==> src/rtl/imem_loader.sv <==
// rtl/imem_loader.sv - byte-stream loader that fills instruction memory and gates core reset
module imem_loader #(
  parameter int ADDR_WIDTH = 5,
  parameter int WORD_WIDTH = 32
) (
  input  logic                  clk,
  input  logic                  reset,
  input  logic                  start,
  input  logic                  in_valid,
  input  logic [7:0]            in_data,
  input  logic                  in_last,
  output logic                  in_ready,
  output logic                  mem_we,
  output logic [ADDR_WIDTH-1:0] mem_addr,
  output logic [WORD_WIDTH-1:0] mem_wdata,
  output logic                  core_hold,
  output logic                  busy,
  output logic                  done,
  output logic                  error,
  output logic [ADDR_WIDTH:0]   word_count
);

  typedef enum logic [1:0] {
    S_IDLE = 2'd0,
    S_LOAD = 2'd1,
    S_DONE = 2'd2
  } state_t;

  // Word count at which the memory is full; one more byte is an overflow.
  localparam logic [ADDR_WIDTH:0] CAPACITY = {1'b1, {ADDR_WIDTH{1'b0}}};
  localparam logic [ADDR_WIDTH:0] WC_ONE   = {{ADDR_WIDTH{1'b0}}, 1'b1};

  state_t                  state_q, state_d;
  logic [1:0]              lane_q, lane_d;
  logic [23:0]             pack_q, pack_d;
  logic [ADDR_WIDTH:0]     wc_q, wc_d;
  logic                    we_q, we_d;
  logic [ADDR_WIDTH-1:0]   addr_q, addr_d;
  logic [WORD_WIDTH-1:0]   wdata_q, wdata_d;
  logic                    err_q, err_d;
  logic                    hold_q, hold_d;

  logic                    loading;
  logic                    accept;
  logic                    start_load;
  logic                    full;
  logic                    overflow;
  logic                    last_byte;
  logic                    word_done;
  logic [WORD_WIDTH-1:0]   word_asm;

  // Handshake qualifiers shared by the FSM and the datapath.
  assign loading    = (state_q == S_LOAD);
  assign accept     = in_valid & loading;
  assign start_load = start & ~loading;
  assign full       = (wc_q == CAPACITY);
  assign overflow   = accept & full;
  assign last_byte  = accept & ~full & in_last;
  assign word_done  = accept & ~full & ((lane_q == 2'd3) | in_last);

  // State register.
  always_ff @(posedge clk or negedge reset) begin
    if (!reset) begin
      state_q <= S_IDLE;
    end else begin
      state_q <= state_d;
    end
  end

  // Next-state logic: start is honoured outside LOAD, a final or overflowing byte ends the load.
  always_comb begin
    state_d = state_q;
    unique case (state_q)
      S_IDLE: begin
        if (start) state_d = S_LOAD;
      end
      S_LOAD: begin
        if (overflow || last_byte) state_d = S_DONE;
      end
      S_DONE: begin
        if (start) state_d = S_LOAD;
      end
      default: state_d = S_IDLE;
    endcase
  end

  // State-decoded outputs.
  always_comb begin
    in_ready = 1'b0;
    busy     = 1'b0;
    done     = 1'b0;
    if (state_q == S_LOAD) begin
      in_ready = 1'b1;
      busy     = 1'b1;
    end
    if (state_q == S_DONE) begin
      done = 1'b1;
    end
  end

  // Merge the incoming byte into its lane; lanes above it are still zero, which zero-fills short words.
  always_comb begin
    word_asm = {8'h00, pack_q};
    unique case (lane_q)
      2'd0:    word_asm[7:0]   = in_data;
      2'd1:    word_asm[15:8]  = in_data;
      2'd2:    word_asm[23:16] = in_data;
      default: word_asm[31:24] = in_data;
    endcase
  end

  // Datapath next-state: packing, write issue, word counting, error and core hold.
  always_comb begin
    lane_d  = lane_q;
    pack_d  = pack_q;
    wc_d    = wc_q;
    we_d    = 1'b0;
    addr_d  = addr_q;
    wdata_d = wdata_q;
    err_d   = err_q;

    if (start_load) begin
      lane_d = 2'd0;
      pack_d = 24'h0;
      wc_d   = '0;
      err_d  = 1'b0;
    end else if (overflow) begin
      // Byte beyond capacity is dropped without a write.
      err_d = 1'b1;
    end else if (accept) begin
      if (word_done) begin
        we_d    = 1'b1;
        addr_d  = wc_q[ADDR_WIDTH-1:0];
        wdata_d = word_asm;
        wc_d    = wc_q + WC_ONE;
        lane_d  = 2'd0;
        pack_d  = 24'h0;
        if (in_last && (lane_q != 2'd3)) begin
          err_d = 1'b1;
        end
      end else begin
        lane_d = lane_q + 2'd1;
        pack_d = word_asm[23:0];
      end
    end

    // Release the core only once DONE has lasted a full cycle, so the last write has committed.
    hold_d = !((state_q == S_DONE) && (state_d == S_DONE));
  end

  // Datapath registers; reset also squashes any pending write pulse.
  always_ff @(posedge clk or negedge reset) begin
    if (!reset) begin
      lane_q  <= 2'd0;
      pack_q  <= 24'h0;
      wc_q    <= '0;
      we_q    <= 1'b0;
      addr_q  <= '0;
      wdata_q <= '0;
      err_q   <= 1'b0;
      hold_q  <= 1'b1;
    end else begin
      lane_q  <= lane_d;
      pack_q  <= pack_d;
      wc_q    <= wc_d;
      we_q    <= we_d;
      addr_q  <= addr_d;
      wdata_q <= wdata_d;
      err_q   <= err_d;
      hold_q  <= hold_d;
    end
  end

  assign mem_we     = we_q;
  assign mem_addr   = addr_q;
  assign mem_wdata  = wdata_q;
  assign error      = err_q;
  assign core_hold  = hold_q;
  assign word_count = wc_q;

endmodule

==> config.mk <==
export PLATFORM = sky130hd
export DESIGN_NAME = imem_loader
export DESIGN_NICKNAME = d
export VERILOG_FILES = /design/src/rtl/imem_loader.sv
export SDC_FILE = /design/constraint.sdc
export NUM_CORES = 1
export LEC_CHECK = 0
export ABC_CLOCK_PERIOD_IN_PS = 1800
export CAP_MARGIN = 10
export CORE_MARGIN = 2
export CORE_UTILIZATION = 35
export CTS_CLUSTER_SIZE = 28
export DETAILED_ROUTE_END_ITERATION = 8
export SYNTH_ARGS = -nofsm -noshare
export SYNTH_HDL_FRONTEND = slang
export SYNTH_SLANG_ARGS = --single-unit
export TNS_END_PERCENT = 20
==> constraint.sdc <==
create_clock -name clk -period 1.8 [get_ports clk]
set_input_delay 0.18 -clock clk [delete_from_list [all_inputs] [get_ports clk]]
set_output_delay 0.18 -clock clk [all_outputs]
set_load 0.01 [all_outputs]
## Yosys cells after proc, flatten, opt, wreduce, memory -nomap -nowiden

Index checks and enable logic that the tools add are counted.
Widths: inputs -> output; s select.

- Flip-flop bits (word level): 74
- Output and inout port bits: 49

- Mux-type cells: 30
- Reductions and logical operators: 17
- Add/subtract/negate cells: 2
- Eq/ne operators: 9
- Bitwise logic cells: 11

Operators by type and width:

| cell | number |
|---|---|
| $mux 24 | 4 |
| $mux 8 | 4 |
| $mux 6 | 4 |
| $mux 2 | 6 |
| $mux 1 | 11 |
| $reduce_bool 3->1 | 3 |
| $eq 2x2->1 const B | 4 |
| $add 6x1->6 const B | 1 |
| $and 1x1->1 | 6 |
| $eq 6x6->1 const B | 1 |
| $reduce_and 3->1 | 2 |
| $eq 2x1->1 const B | 2 |
| $logic_not 2->1 | 2 |
| $ne 2x2->1 const B | 2 |
| $not 1->1 | 4 |
| $pmux 2 s2 | 1 |
| $reduce_and 4->1 | 1 |
| $reduce_bool 2->1 | 2 |
| $reduce_or 3->1 | 1 |
| $add 2x1->2 const B | 1 |
| $logic_and 1x1->1 | 2 |
| $reduce_and 2->1 | 1 |
| $reduce_or 2->1 | 1 |
| $logic_not 1->1 | 1 |
| 2 further kinds | 2 |

## Depth between registers and ports, before layout

Gate-level depths: netlist of the first run.

- Depth after elaboration: 10
- Mapped depth: 8
- Depth with buffers taken out: 7

## Worst setup path before layout of the first run

OpenSTA, ideal clock, no wires.

- Path kind: register -> register
- Start: register wc_q[0], in the netlist word_count[0]
- End: register wdata_q[30], in the netlist mem_wdata[30]
- Data arrival time: 1619 ps
- Cell stages (with the launch flop): 9
- Period minus slack after synthesis: 1754 ps
- Slack: 46 ps
- Path buffers: 2
- Library setup time: 135 ps
- Cells stage by stage: dfrtp_1 -> inv_1 -> ha_1 -> nor4b_4 -> a211o_2 -> buf_6 -> buf_4 -> nand2_1 -> o21ai_0

- Cells in the longest elaborated chain, start to end: 5
- Elaborated cells on any way between the ends: 7
- Those cells by class: 1 x eq/ne; 5 x bitwise; 1 x reduce/logical

RTL lines:

| item | line | RTL |
|---|---|---|
| start: declaration | 36 | `logic [ADDR_WIDTH:0] wc_q, wc_d;` |
| start signal: assignment | 165 | `wc_q <= wc_d;` |
| $eq 6x6->1 (*) | 56 | `assign full = (wc_q == CAPACITY);` |
| $not 1->1 | 59 | `assign word_done = accept & ~full & ((lane_q == 2'd3) \| in_last);` |
| $and 1x1->1 (2 in series) | 59 |  |
| $reduce_and 4->1 (no line) (*) | -- |  |
| end signal: assignment | 168 | `wdata_q <= wdata_d;` |
| end: declaration | 39 | `logic [WORD_WIDTH-1:0] wdata_q, wdata_d;` |

Every way passes the cells marked *; elsewhere a longest branch is shown, timed or not.
A chain may end at the register's enable or synchronous reset.

## Final worst setup path of the first run

- Start: register wc_q[0], in the netlist word_count[0]
- End: register wdata_q[18], in the netlist mem_wdata[18]

Same word-level chain as after synthesis.

==> results of run 1 <==
[routing by layer]
| metal | GRT usage, % | wire (um) | up-vias |
|---|---|---|---|
| met4 | 5.37 | 98 | 0 |
| met5 | 0 | 0 | - |
| met2 | 23.6 | 3410 | 43 |
| met3 | 3.27 | 226 | 7 |
| li1 | - | - | 1182 |
| met1 | 22.0 | 3650 | 1170 |
[flip-flops by register name, indices dropped and copies added, names as in the netlist]
name and flops:
core_hold 1, error 1, lane_q 2, mem_addr 5
mem_wdata 32, mem_we 1, pack_q 24, state_q 2
word_count 6
[worst reg2reg max path: stages (launching register included)]
cell and delay [ns]:
sky130_fd_sc_hd__dfrtp_1 0.37, sky130_fd_sc_hd__inv_2 0.06, sky130_fd_sc_hd__ha_1 0.19, sky130_fd_sc_hd__nor4b_4 0.13
sky130_fd_sc_hd__buf_4 0.15, sky130_fd_sc_hd__a211o_4 0.40, sky130_fd_sc_hd__buf_12 0.20, sky130_fd_sc_hd__nand2_1 0.09
sky130_fd_sc_hd__o21ai_0 0.07
[synth_stat cells (all sizes together), types with 2 or more instances]
master	instances	share of area, %
and2	2	0.39
a22o	24	6.5
nor2	3	0.35
ha	7	2.7
o21a	3	0.70
o21ai	43	7.0
a21oi	2	0.42
or4	2	0.46
and3	3	0.58
clkbuf	7	0.81
o31ai	2	0.46
mux2i	25	7.7
buf	10	2.3
nand3	4	0.62
inv	9	1.0
dfrtp	73	56
nand2	57	6.6
[metrics by stage]
stage          util (%)  instance area, um2  std cells  total power [mW]  hold WS (ns)
2_1_floorplan         -                3240        293              3.49        -0.116
3_3_place_gp       44.7                4070        468              4.55         0.246
3_5_place_dp       44.7                4070        468              4.61         0.254
4_1_cts            47.1                4290        484              5.96         0.413
5_1_grt            47.5                4330        486              6.35         0.423
6_report           47.5                4330        486              5.95         0.405
[area by class of cell]
cell class	instances	area [um2]	area share (%)
Clock buffer	11	151	3.50
Multi-Input combinational cell	193	1280	29.6
Sequential cell	74	1850	42.8
Inverter	9	33.8	0.781
Timing Repair Buffer	84	820	18.9
Clock inverter	4	51.3	1.19
Tap cell	111	139	3.21
[what timing repair did]
item / 4_1_cts / 5_1_grt
setup endpoints to repair: 3 / 34
hold buffers: 1 / 0
hold endpoints to repair: 73 / 0
pin swaps: 1 / 2
buffers inserted: 0 / 2
resized for setup: 4 / 15
[worst max path at each step]
stage	endpoint	slack, ns	cells after the start	from
2_1_floorplan	mem_wdata[30]	0.05	8	word_count[0]
3_3_place_gp	pack_q[23]	0.004	5	in_last
3_5_place_dp	pack_q[16]	-0.03	5	in_last
4_1_cts	busy	0.02	3	state_q[1]
5_1_grt	mem_wdata[19]	-0.02	8	word_count[0]
6_report	mem_wdata[18]	0.04	8	word_count[0]
[power groups by stage]
stage	combinational [mW]	sequential (mW)	clock, mW
after floorplan	1.07	2.42	0
after global placement	2.26	2.29	0
after detailed placement	2.31	2.30	0
after CTS	2.32	2.28	1.36
after global routing	2.58	2.34	1.43
final	2.36	2.28	1.31
[cells by family after synthesis]
| logic type | Yosys count |
|---|---|
| compound gates | 80 |
| simple gates | 79 |
| flops | 74 |
| buf+inv | 26 |
| mux | 25 |
| fa+ha+maj | 7 |
| xor+xnor | 2 |
==> impl_results.html, run 1 <==
<table>
<tr><th>Metric</th><th>Value</th></tr>
<tr><th colspan="2">CTS</th></tr>
<tr><td>Clock tree from TritonCTS</td><td>built</td></tr>
<tr><td>Clock transition at path regs</td><td>~0.08 ns</td></tr>
<tr><td>Insertion delay to the later sink of the worst-skew pair</td><td>0.34 ns</td></tr>
<tr><td>Inserted Clock Buffers</td><td>9</td></tr>
<tr><td>Number of H-tree levels</td><td>3</td></tr>
<tr><td>Clock net sink count</td><td>74</td></tr>
<tr><td>Library cell used as clock root buffer</td><td>sky130_fd_sc_hd__clkbuf_8</td></tr>
<tr><td>Maximum clock path buffer count</td><td>2</td></tr>
<tr><th colspan="2">Setup path</th></tr>
<tr><td>Slowest cell on crit path</td><td>sky130_fd_sc_hd__a211o_4</td></tr>
<tr><td>Reg2reg start</td><td>word_count[0]</td></tr>
<tr><td>Worst-path fanout max</td><td>40</td></tr>
<tr><td>Maximum cell stage delay along the critical path</td><td>~0.40 ns</td></tr>
<tr><td>Largest delay contributor family on the critical path</td><td>compound AO/OA/AOI/OAI gates</td></tr>
<tr><td>Minimum setup slack among reg-to-reg paths</td><td>between 0.03 and 0.04 ns</td></tr>
<tr><td>RR Endpoint</td><td>mem_wdata[18]</td></tr>
<tr><td>Path type of the worst setup path</td><td>register to register</td></tr>
<tr><td>Cell-by-cell trace of the critical path</td><td>inv_2, ha_1, nor4b_4, buf_4, a211o_4, buf_12, nand2_1, o21ai_0</td></tr>
<tr><td>Element type at the critical path end</td><td>register</td></tr>
<tr><td>Nature of the critical path startpoint</td><td>register</td></tr>
<tr><td>Cells on worst reg2reg path</td><td>8</td></tr>
<tr><td>WP buf/inv</td><td>3</td></tr>
<tr><td>Data required time of the worst path</td><td>slightly above 2 ns</td></tr>
<tr><td>CP arrival</td><td>between 1.5 and 2 ns</td></tr>
<tr><th colspan="2">Placed design</th></tr>
<tr><td>Final Wtd Congestion</td><td>around 0.77</td></tr>
<tr><td>Sum of net half-perimeters after detailed placement</td><td>~5200 um</td></tr>
<tr><td>Port buffer count</td><td>just over 60</td></tr>
<tr><td>Worst slack after detailed placement</td><td>-0.0274 ns</td></tr>
<tr><th colspan="2">Power and ir drop</th></tr>
<tr><td>Clock share of power</td><td>a little over a fifth</td></tr>
<tr><td>VDD IR max</td><td>between 0.4 and 0.5 mV</td></tr>
<tr><td>Cell-internal power</td><td>3.98 mW</td></tr>
<tr><td>Pwr dens</td><td>~1400 nW/um2</td></tr>
<tr><td>Fraction of power consumed by sequential logic</td><td>roughly two fifths</td></tr>
<tr><td>Static leakage power</td><td>1.97 nW</td></tr>
<tr><td>Sw frac</td><td>33.1%</td></tr>
<tr><td>Switching power</td><td>1.97 mW</td></tr>
<tr><td>Portion of total power attributed to combinational logic</td><td>39.7%</td></tr>
<tr><th colspan="2">Timing</th></tr>
<tr><td>Final worst path period need</td><td>approximately 1.8 ns</td></tr>
<tr><td>Summed negative setup slack over all endpoints</td><td>0 ns</td></tr>
<tr><td>Final clock period utilization by the worst path</td><td>roughly 100%</td></tr>
<tr><td>Highest Clock Rate</td><td>about 0.57 GHz</td></tr>
<tr><td>Final Setup Violations</td><td>0</td></tr>
<tr><td>Unrepaired setup endpoints after global routing</td><td>true</td></tr>
<tr><td>Worst Tran Pin Value</td><td>0.395 ns</td></tr>
<tr><td>Post-layout worst setup margin</td><td>between 0.03 and 0.04 ns</td></tr>
<tr><td>Hold Violations, Final</td><td>0</td></tr>
<tr><td>Worst setup skew after layout</td><td>around 0.0075 ns</td></tr>
<tr><td>Pins Over Slew Limit</td><td>0</td></tr>
<tr><td>Normalized max-slew margin</td><td>between 70% and 80%</td></tr>
<tr><th colspan="2">GRT</th></tr>
<tr><td>Vias in the first global route</td><td>around 2,400</td></tr>
<tr><td>Antenna violations before repair</td><td>0</td></tr>
<tr><td>First-pass GRT wire length</td><td>12,200 um</td></tr>
<tr><td>Pin count of the biggest net entering global routing</td><td>75</td></tr>
<tr><td>Overall track demand over capacity in global routing</td><td>~16%</td></tr>
<tr><td>Overflow left after global routing</td><td>0</td></tr>
<tr><th colspan="2">Routing</th></tr>
<tr><td>Detailed-router iteration count before antenna repair</td><td>4</td></tr>
<tr><td>Antenna Violating Nets Remaining</td><td>0</td></tr>
<tr><td>Residual DRC</td><td>0</td></tr>
<tr><td>Post-DR wirelength/cell</td><td>about 15 um</td></tr>
<tr><td>Via density per instance</td><td>4.94</td></tr>
<tr><td>Final wirelength</td><td>~7400 um</td></tr>
<tr><td>Violation count after the first detailed-routing iteration</td><td>between 70 and 80</td></tr>
<tr><td>Overall via count from detail_route</td><td>2,402</td></tr>
<tr><th colspan="2">Yosys</th></tr>
<tr><td>Largest family of logic cells by synthesized area</td><td>compound AO/OA/AOI/OAI gates</td></tr>
<tr><td>Synthesized-area fraction occupied by ao, oa, aoi and oai cells</td><td>16.5%</td></tr>
<tr><td>Syn. warnings</td><td>0</td></tr>
<tr><td>Sequential fraction of the synthesis area</td><td>a little under three fifths</td></tr>
<tr><td>Number of nets in the synthesized netlist</td><td>around 310</td></tr>
<tr><td>Number of enable flip-flop cells after synthesis</td><td>0</td></tr>
<tr><td>Post-synthesis area per instance</td><td>around 11 um2</td></tr>
<tr><td>Post-synthesis instance area</td><td>around 3200 um2</td></tr>
<tr><td>Xor/xnor share of the synthesized area</td><td>less than 1%</td></tr>
<tr><td>Proportion of synthesized flip-flops having asynchronous set or reset</td><td>100%</td></tr>
<tr><td>Cell count after synthesis</td><td>around 290</td></tr>
<tr><td>Flops &amp; latches, synth</td><td>74</td></tr>
<tr><td>Basic-gate share of the synthesized area counting and, or, nand and nor cells</td><td>between 10 and 15%</td></tr>
<tr><td>Area share of fa/ha/maj cells after synthesis</td><td>under 10%</td></tr>
<tr><td>Leading register cell type out of synthesis</td><td>sky130_fd_sc_hd__dfrtp_1</td></tr>
<tr><td>Multiplexer share of the synthesized area</td><td>7.72%</td></tr>
<tr><td>Count of different cell masters after synthesis</td><td>41</td></tr>
<tr><th colspan="2">Die</th></tr>
<tr><td>Die Area</td><td>approximately 10,000 um2</td></tr>
<tr><td>Core ar.</td><td>9110 um2</td></tr>
<tr><td>Initial standard-cell utilization of the core</td><td>approximately 36%</td></tr>
<tr><td>Cell Rows</td><td>35</td></tr>
<tr><td>I/O Pins</td><td>62</td></tr>
<tr><td>Die Y</td><td>between 100 and 150 um</td></tr>
<tr><td>Die W</td><td>about 100 um</td></tr>
<tr><th colspan="2">Finish</th></tr>
<tr><td>Final net count</td><td>slightly below 400</td></tr>
<tr><td>Antenna diodes</td><td>0</td></tr>
<tr><td>Leading cell types in the layout, fill and taps excluded</td><td>sky130_fd_sc_hd__dfrtp_1, sky130_fd_sc_hd__clkdlybuf4s50_1, sky130_fd_sc_hd__nand2_1</td></tr>
<tr><td>Total of fill cells in the finished design</td><td>~860</td></tr>
<tr><td>Layout cell share with drive strength beyond 1</td><td>13.3%</td></tr>
<tr><td>Most common cell after layout, fill and taps aside</td><td>sky130_fd_sc_hd__dfrtp_1</td></tr>
<tr><td>Synth-to-Final Area Change</td><td>33.6%</td></tr>
<tr><th colspan="2">Worst hold path</th></tr>
<tr><td>Type of the most critical hold path</td><td>input port to async pin</td></tr>
<tr><th colspan="2">Flow run</th></tr>
<tr><td>Max-cap violations</td><td>0</td></tr>
<tr><th colspan="2">Outcome</th></tr>
<tr><td>Outcome</td><td>finished clean</td></tr>
</table>
Note: power is estimated with default switching activity, not from simulation.
==> run 2: changes to the inputs <==
Settings changed: CORE_MARGIN 2 to 5, DONT_BUFFER_PORTS set to 1, TNS_END_PERCENT 20 to not set.
==> impl_results.html, run 2 (same netlist as run 1, synthesis figures left out) <==
<table>
<tr><th>Metric</th><th>Value</th></tr>
<tr><th colspan="2">Setup path</th></tr>
<tr><td>Worst-path fanout max</td><td>8 (was 40)</td></tr>
<tr><td>CP arrival</td><td>1.96 ns (was 1.99 ns)</td></tr>
<tr><td>Minimum setup slack among reg-to-reg paths</td><td>0.08 ns (was 0.04 ns)</td></tr>
<tr><td>Origin of the worst setup path</td><td>word_count[0] (unchanged)</td></tr>
<tr><td>Reg2reg start</td><td>word_count[0] (unchanged)</td></tr>
<tr><td>Capturing instance or port of the critical path</td><td>pack_q[8] (was mem_wdata[18])</td></tr>
<tr><td>Cells on worst reg2reg path</td><td>7 (was 8)</td></tr>
<tr><td>RR Endpoint</td><td>pack_q[8] (was mem_wdata[18])</td></tr>
<tr><td>Nature of the critical path startpoint</td><td>register (unchanged)</td></tr>
<tr><td>Element type at the critical path end</td><td>register (unchanged)</td></tr>
<tr><td>Data required time of the worst path</td><td>2.04 ns (was 2.03 ns)</td></tr>
<tr><td>Path type of the worst setup path</td><td>register to register (unchanged)</td></tr>
<tr><th colspan="2">Finish</th></tr>
<tr><td>Design area</td><td>3790 um2 (was 4330 um2)</td></tr>
<tr><td>Max reg flops</td><td>32 (unchanged)</td></tr>
<tr><td>Final net count</td><td>335 (was 391)</td></tr>
<tr><td>Leading cell types in the layout, fill and taps excluded</td><td>sky130_fd_sc_hd__dfrtp_1, sky130_fd_sc_hd__nand2_1, sky130_fd_sc_hd__o21ai_0 (was sky130_fd_sc_hd__dfrtp_1, sky130_fd_sc_hd__clkdlybuf4s50_1, sky130_fd_sc_hd__nand2_1)</td></tr>
<tr><td>Antenna diodes</td><td>0 (unchanged)</td></tr>
<tr><td>Layout cell share with drive strength beyond 1</td><td>15.3% (was 13.3%)</td></tr>
<tr><td>Synth-to-Final Area Change</td><td>17.1% (was 33.6%)</td></tr>
<tr><td>Most common cell after layout, fill and taps aside</td><td>sky130_fd_sc_hd__dfrtp_1 (unchanged)</td></tr>
<tr><th colspan="2">Timing</th></tr>
<tr><td>Post-route worst hold slack</td><td>-0.487 ns (was 0.405 ns)</td></tr>
<tr><td>Highest Clock Rate</td><td>0.582 GHz (was 0.567 GHz)</td></tr>
<tr><td>Worst Tran Pin Value</td><td>0.380 ns (was 0.395 ns)</td></tr>
<tr><td>Final clock period utilization by the worst path</td><td>95.5% (was 97.9%)</td></tr>
<tr><td>Pins Over Slew Limit</td><td>0 (unchanged)</td></tr>
<tr><td>Hold Violations, Final</td><td>74 (was 0)</td></tr>
<tr><td>Worst setup skew after layout</td><td>0.0123 ns (was 0.00749 ns)</td></tr>
<tr><td>Summed negative setup slack over all endpoints</td><td>0 ns (unchanged)</td></tr>
<tr><td>Final worst path period need</td><td>1.72 ns (was 1.76 ns)</td></tr>
<tr><td>Post-layout worst setup margin</td><td>0.0812 ns (was 0.0375 ns)</td></tr>
<tr><td>Normalized max-slew margin</td><td>74.6% (was 73.6%)</td></tr>
<tr><td>Final Setup Violations</td><td>0 (unchanged)</td></tr>
<tr><th colspan="2">Routing</th></tr>
<tr><td>Violation count after the first detailed-routing iteration</td><td>152 (was 79)</td></tr>
<tr><td>Overall via count from detail_route</td><td>2,220 (was 2,402)</td></tr>
<tr><td>Residual DRC</td><td>0 (unchanged)</td></tr>
<tr><td>Final wirelength</td><td>7900 um (was 7390 um)</td></tr>
<tr><td>Detailed-router iteration count before antenna repair</td><td>4 (unchanged)</td></tr>
<tr><td>Antenna Violating Nets Remaining</td><td>0 (unchanged)</td></tr>
<tr><td>Via density per instance</td><td>5.15 (was 4.94)</td></tr>
<tr><td>Post-DR wirelength/cell</td><td>18.3 um (was 15.2 um)</td></tr>
<tr><th colspan="2">Placed design</th></tr>
<tr><td>Worst slack after detailed placement</td><td>0.0262 ns (was -0.0274 ns)</td></tr>
<tr><td>Area post-placement</td><td>3450 um2 (was 4070 um2)</td></tr>
<tr><td>Port buffer count</td><td>0 (was 61)</td></tr>
<tr><td>Sum of net half-perimeters after detailed placement</td><td>5130 um (was 5210 um)</td></tr>
<tr><td>Final Wtd Congestion</td><td>0.822 (was 0.774)</td></tr>
<tr><th colspan="2">Die</th></tr>
<tr><td>Cell Rows</td><td>35 (unchanged)</td></tr>
<tr><td>I/O Pins</td><td>62 (unchanged)</td></tr>
<tr><td>Core ar.</td><td>9150 um2 (was 9110 um2)</td></tr>
<tr><td>Die W</td><td>106 um (was 100 um)</td></tr>
<tr><td>Initial standard-cell utilization of the core</td><td>35.4% (was 35.6%)</td></tr>
<tr><td>Die Y</td><td>106 um (was 100 um)</td></tr>
<tr><td>Die Area</td><td>11,300 um2 (was 10,000 um2)</td></tr>
<tr><th colspan="2">Flow run</th></tr>
<tr><td>Max-cap violations</td><td>0 (unchanged)</td></tr>
<tr><th colspan="2">Power and ir drop</th></tr>
<tr><td>VDD IR max</td><td>0.529 mV (was 0.488 mV)</td></tr>
<tr><td>Overall power after layout</td><td>5.39 mW (was 5.95 mW)</td></tr>
<tr><td>Static leakage power</td><td>1.75 nW (was 1.97 nW)</td></tr>
<tr><td>Pwr dens</td><td>1420 nW/um2 (was 1370 nW/um2)</td></tr>
<tr><th colspan="2">CTS</th></tr>
<tr><td>Number of H-tree levels</td><td>3 (unchanged)</td></tr>
<tr><td>Post-CTS setup repair buffer count</td><td>0 (unchanged)</td></tr>
<tr><td>Maximum clock path buffer count</td><td>2 (unchanged)</td></tr>
<tr><td># hold bufs at CTS</td><td>9 (was 1)</td></tr>
<tr><td>Inserted Clock Buffers</td><td>9 (unchanged)</td></tr>
<tr><td>Clock tree from TritonCTS</td><td>built (unchanged)</td></tr>
<tr><td>Clock net sink count</td><td>74 (unchanged)</td></tr>
<tr><td>Library cell used as clock root buffer</td><td>sky130_fd_sc_hd__clkbuf_8 (unchanged)</td></tr>
<tr><td>Insertion delay to the later sink of the worst-skew pair</td><td>0.35 ns (was 0.34 ns)</td></tr>
<tr><td>Clock transition at path regs</td><td>0.09 ns (was 0.08 ns)</td></tr>
<tr><th colspan="2">GRT</th></tr>
<tr><td>Pin count of the biggest net entering global routing</td><td>75 (unchanged)</td></tr>
<tr><td>Overflow left after global routing</td><td>0 (unchanged)</td></tr>
<tr><td>First-pass GRT wire length</td><td>13,000 um (was 12,200 um)</td></tr>
<tr><td>Overall track demand over capacity in global routing</td><td>14.8% (was 15.5%)</td></tr>
<tr><td>Antenna violations before repair</td><td>0 (unchanged)</td></tr>
<tr><td>Vias in the first global route</td><td>2,323 (was 2,366)</td></tr>
<tr><th colspan="2">Outcome</th></tr>
<tr><td>Outcome</td><td>finished, violations left (was finished clean)</td></tr>
<tr><td>Failing checks</td><td>hold timing</td></tr>
<tr><th colspan="2">Worst hold path</th></tr>
<tr><td>Type of the most critical hold path</td><td>input port to async pin (unchanged)</td></tr>
</table>
-- run 2: area by class of cell --
| type | count | area [um2] |
|---|---|---|
| clock buffer | 10 | 138 |
| clock inverter | 6 | 71.3 |
| fill | 873 | 5360 |
| inverter | 9 | 33.8 |
| multi-input combinational | 193 | 1300 |
| sequential | 74 | 1850 |
| tap | 111 | 139 |
| timing repair buffer | 28 | 258 |
-- run 2: through the flow --
step           cells  util (%)  hold slack [ns]
4_1_cts          431      40.9           -0.509
5_1_grt          431      41.5           -0.518
6_report         431      41.5           -0.487
3_3_place_gp     406      37.6           -0.114
3_5_place_dp     406      37.6           -0.114
2_1_floorplan    293         -           -0.116
-- run 2: how the worst min path moves through the flow --
stage	start	to	slack (ns)
after floorplan	reset	error	-0.12
after global placement	reset	mem_wdata[17]	-0.11
after detailed placement	reset	mem_wdata[17]	-0.11
after CTS	reset	mem_wdata[3]	-0.51
after global routing	reset	mem_wdata[8]	-0.52
final	reset	mem_wdata[17]	-0.49
-- run 2: where the power goes --
group          internal, mW  switching [mW]
logic                 0.721           0.864
registers              2.05           0.391
clock network         0.690           0.671
-- run 2: critical path, cell delays in order, from the launching register on --
cell and delay [ns]:
sky130_fd_sc_hd__dfrtp_1 0.38, sky130_fd_sc_hd__inv_1 0.10, sky130_fd_sc_hd__ha_1 0.16, sky130_fd_sc_hd__nor4b_4 0.23, sky130_fd_sc_hd__buf_4 0.18, sky130_fd_sc_hd__a21oi_2 0.08
sky130_fd_sc_hd__and3_4 0.24, sky130_fd_sc_hd__a22o_1 0.23
-- run 2: per-layer routing --
layer	vias up	part of all wire (%)	wire length [um]	GRT usage (%)
met1	1102	47	3690	19.9
met2	42	46	3650	21.7
li1	1069	-	-	-
met5	-	0	0	0
met3	7	5.8	455	4.74
met4	0	1.3	104	6.48
-- run 2: timing repair --
action	4_1_cts	5_1_grt
endpoints found under the setup margin	0	56
endpoints found under the hold margin	108	74
gates resized for setup	0	12
==> run 3: changes to the inputs <==
Settings changed: CTS_CLUSTER_SIZE 28 to 30, MAX_ROUTING_LAYER set to met4.
==> impl_results.html, run 3 (same netlist as run 1, synthesis figures left out) <==
<table>
<tr><th>Metric</th><th>Value</th></tr>
<tr><th colspan="2">Setup path</th></tr>
<tr><td>Nature of the critical path startpoint</td><td>register (unchanged)</td></tr>
<tr><td>Data required time of the worst path</td><td>2.04 ns (about the same)</td></tr>
<tr><td>CP arrival</td><td>1.96 ns (about the same)</td></tr>
<tr><td>Slowest cell on crit path</td><td>sky130_fd_sc_hd__dfrtp_1 (unchanged)</td></tr>
<tr><td>Minimum setup slack among reg-to-reg paths</td><td>0.07 ns (was 0.08 ns)</td></tr>
<tr><td>Cells on worst reg2reg path</td><td>7 (unchanged)</td></tr>
<tr><td>Maximum cell stage delay along the critical path</td><td>0.38 ns (about the same)</td></tr>
<tr><td>RR Endpoint</td><td>pack_q[8] (unchanged)</td></tr>
<tr><td>Cell-by-cell trace of the critical path</td><td>inv_1, ha_1, nor4b_4, buf_4, a21oi_2, and3_4, a22o_1 (unchanged)</td></tr>
<tr><td>Path type of the worst setup path</td><td>register to register (unchanged)</td></tr>
<tr><td>Reg2reg start</td><td>word_count[0] (unchanged)</td></tr>
<tr><td>Element type at the critical path end</td><td>register (unchanged)</td></tr>
<tr><td>Worst-path fanout max</td><td>8 (unchanged)</td></tr>
<tr><th colspan="2">CTS</th></tr>
<tr><td>Inserted Clock Buffers</td><td>9 (unchanged)</td></tr>
<tr><td>Clock tree from TritonCTS</td><td>built (unchanged)</td></tr>
<tr><td>Maximum clock path buffer count</td><td>2 (unchanged)</td></tr>
<tr><td>Library cell used as clock root buffer</td><td>sky130_fd_sc_hd__clkbuf_8 (unchanged)</td></tr>
<tr><td>Clock transition at path regs</td><td>0.09 ns (about the same)</td></tr>
<tr><td>Insertion delay to the later sink of the worst-skew pair</td><td>0.35 ns (about the same)</td></tr>
<tr><td># hold bufs at CTS</td><td>9 (unchanged)</td></tr>
<tr><td>Clock net sink count</td><td>74 (unchanged)</td></tr>
<tr><td>Number of H-tree levels</td><td>3 (unchanged)</td></tr>
<tr><th colspan="2">Die</th></tr>
<tr><td>Die Y</td><td>106 um (unchanged)</td></tr>
<tr><td>I/O Pins</td><td>62 (unchanged)</td></tr>
<tr><td>Die W</td><td>106 um (unchanged)</td></tr>
<tr><td>Die Area</td><td>11,300 um2 (unchanged)</td></tr>
<tr><td>Cell Rows</td><td>35 (unchanged)</td></tr>
<tr><td>Core ar.</td><td>9150 um2 (unchanged)</td></tr>
<tr><td>Initial standard-cell utilization of the core</td><td>35.4% (unchanged)</td></tr>
<tr><th colspan="2">Finish</th></tr>
<tr><td>Max reg flops</td><td>32 (unchanged)</td></tr>
<tr><td>Share of the core filled with cells in the final layout</td><td>41.5% (unchanged)</td></tr>
<tr><td>Most common cell after layout, fill and taps aside</td><td>sky130_fd_sc_hd__dfrtp_1 (unchanged)</td></tr>
<tr><td>Total of fill cells in the finished design</td><td>873 (unchanged)</td></tr>
<tr><td>Final net count</td><td>335 (unchanged)</td></tr>
<tr><td>Layout cell share with drive strength beyond 1</td><td>15.3% (unchanged)</td></tr>
<tr><td>Total area of multi-input combinational cells</td><td>1300 um2 (unchanged)</td></tr>
<tr><td>Leading cell types in the layout, fill and taps excluded</td><td>sky130_fd_sc_hd__dfrtp_1, sky130_fd_sc_hd__nand2_1, sky130_fd_sc_hd__o21ai_0 (unchanged)</td></tr>
<tr><td>Count of placed standard cells in the final layout, fillers left out</td><td>431 (unchanged)</td></tr>
<tr><td>Sequential cell area in the final layout</td><td>1850 um2 (unchanged)</td></tr>
<tr><td>Synth-to-Final Area Change</td><td>17.1% (unchanged)</td></tr>
<tr><td>Antenna diodes</td><td>0 (unchanged)</td></tr>
<tr><td>Design area</td><td>3790 um2 (unchanged)</td></tr>
<tr><th colspan="2">GRT</th></tr>
<tr><td>Vias in the first global route</td><td>2,325 (was 2,323)</td></tr>
<tr><td>Antenna violations before repair</td><td>0 (unchanged)</td></tr>
<tr><td>Overall track demand over capacity in global routing</td><td>15.2% (was 14.8%)</td></tr>
<tr><td>First-pass GRT wire length</td><td>12,900 um (was 13,000 um)</td></tr>
<tr><td>Pin count of the biggest net entering global routing</td><td>75 (unchanged)</td></tr>
<tr><td>Overflow left after global routing</td><td>0 (unchanged)</td></tr>
<tr><th colspan="2">Timing</th></tr>
<tr><td>Pins Over Slew Limit</td><td>0 (unchanged)</td></tr>
<tr><td>Highest Clock Rate</td><td>0.580 GHz (was 0.582 GHz)</td></tr>
<tr><td>Hold Violations, Final</td><td>74 (unchanged)</td></tr>
<tr><td>Post-route worst hold slack</td><td>-0.484 ns (was -0.487 ns)</td></tr>
<tr><td>Worst setup skew after layout</td><td>0.0116 ns (was 0.0123 ns)</td></tr>
<tr><td>Normalized max-slew margin</td><td>74.7% (was 74.6%)</td></tr>
<tr><td>Final worst path period need</td><td>1.73 ns (was 1.72 ns)</td></tr>
<tr><td>Worst Tran Pin Value</td><td>0.379 ns (was 0.380 ns)</td></tr>
<tr><td>Final Setup Violations</td><td>0 (unchanged)</td></tr>
<tr><td>Final clock period utilization by the worst path</td><td>95.9% (was 95.5%)</td></tr>
<tr><th colspan="2">Routing</th></tr>
<tr><td>Final wirelength</td><td>7900 um (about the same)</td></tr>
<tr><td>Residual DRC</td><td>0 (unchanged)</td></tr>
<tr><td>Via density per instance</td><td>5.17 (was 5.15)</td></tr>
<tr><td>Detailed-router iteration count before antenna repair</td><td>4 (unchanged)</td></tr>
<tr><td>Antenna Violating Nets Remaining</td><td>0 (unchanged)</td></tr>
<tr><td>Overall via count from detail_route</td><td>2,230 (was 2,220)</td></tr>
<tr><td>Violation count after the first detailed-routing iteration</td><td>199 (was 152)</td></tr>
<tr><td>Post-DR wirelength/cell</td><td>18.3 um (about the same)</td></tr>
<tr><th colspan="2">Placed design</th></tr>
<tr><td>Final Wtd Congestion</td><td>0.834 (was 0.822)</td></tr>
<tr><td>Inst Count DP</td><td>406 (unchanged)</td></tr>
<tr><td>Sum of net half-perimeters after detailed placement</td><td>5130 um (unchanged)</td></tr>
<tr><td>Port buffer count</td><td>0 (unchanged)</td></tr>
<tr><td>Area post-placement</td><td>3450 um2 (unchanged)</td></tr>
<tr><th colspan="2">Outcome</th></tr>
<tr><td>Outcome</td><td>finished, violations left (unchanged)</td></tr>
<tr><td>Failing checks</td><td>hold timing (unchanged)</td></tr>
<tr><th colspan="2">Flow run</th></tr>
<tr><td>Max-cap violations</td><td>0 (unchanged)</td></tr>
<tr><th colspan="2">Power and ir drop</th></tr>
<tr><td>Overall power after layout</td><td>5.38 mW (was 5.39 mW)</td></tr>
<tr><td>Pwr dens</td><td>1420 nW/um2 (about the same)</td></tr>
<tr><td>Static leakage power</td><td>1.75 nW (unchanged)</td></tr>
<tr><td>VDD IR max</td><td>0.528 mV (was 0.529 mV)</td></tr>
<tr><th colspan="2">Worst hold path</th></tr>
<tr><td>Type of the most critical hold path</td><td>input port to async pin (unchanged)</td></tr>
</table>
[run 3: cell counts in the layout (fill, tap and decap cells not counted)]
Identical to the previous run, type by type.
[run 3: how the worst max path moves through the flow]
stage                             start       endpoint  slack [ns]  cells past startpoint
after CTS                 word_count[0]      pack_q[8]        0.03                      7
after floorplan           word_count[0]  mem_wdata[30]        0.05                      8
after detailed placement  word_count[1]     pack_q[11]        0.03                      7
after global placement        lane_q[1]     pack_q[16]        0.09                      5
after global routing      word_count[0]      pack_q[8]       -0.01                      7
final                     word_count[0]      pack_q[8]        0.07                      7
[run 3: power breakdown]
group,internal (mW),switching [mW]
Clock,0.690,0.669
Combinational,0.721,0.865
Sequential,2.05,0.390
Total,3.46,1.92
[run 3: layout make-up]
class | count | share of cell area (%)
Sequential cell | 74 | 48.8
Multi-Input combinational cell | 193 | 34.3
Timing Repair Buffer | 28 | 6.79
Tap cell | 111 | 3.66
Clock buffer | 10 | 3.63
Clock inverter | 6 | 1.88
Inverter | 9 | 0.890
[run 3: critical path, delay by kind of cell, from the launching register on]
family,cells,cell delay (ns)
buf+inv,2,0.28
fa+ha+maj,1,0.16
flops,1,0.38
simple gates,2,0.47
compound gates,2,0.31
[run 3: repair_timing]
item | 4_1_cts | 5_1_grt
buffers inserted | 0 | 0
resized for setup | 0 | 12
endpoints found under the hold margin | 108 | 74
setup endpoints to repair | 0 | 56
[run 3: per-stage QoR]
step	hold WS, ns	worst slack, ns	TNS [ns]
final	-0.484	0.0744	0
after global routing	-0.516	-0.0127	-0.0529
after CTS	-0.509	0.0270	0
after detailed placement	-0.114	0.0262	0
after global placement	-0.114	0.0936	0
after floorplan	-0.116	0.0462	0
[run 3: metal layers]
| layer | part of all wire [%] | track usage (%) | vias up |
|---|---|---|---|
| met5 | 0 | - | - |
| met4 | 2.3 | 7.86 | 0 |
| met3 | 4.4 | 3.52 | 13 |
| met2 | 45 | 21.7 | 47 |
| met1 | 48 | 20.3 | 1099 |
| li1 | - | - | 1071 |
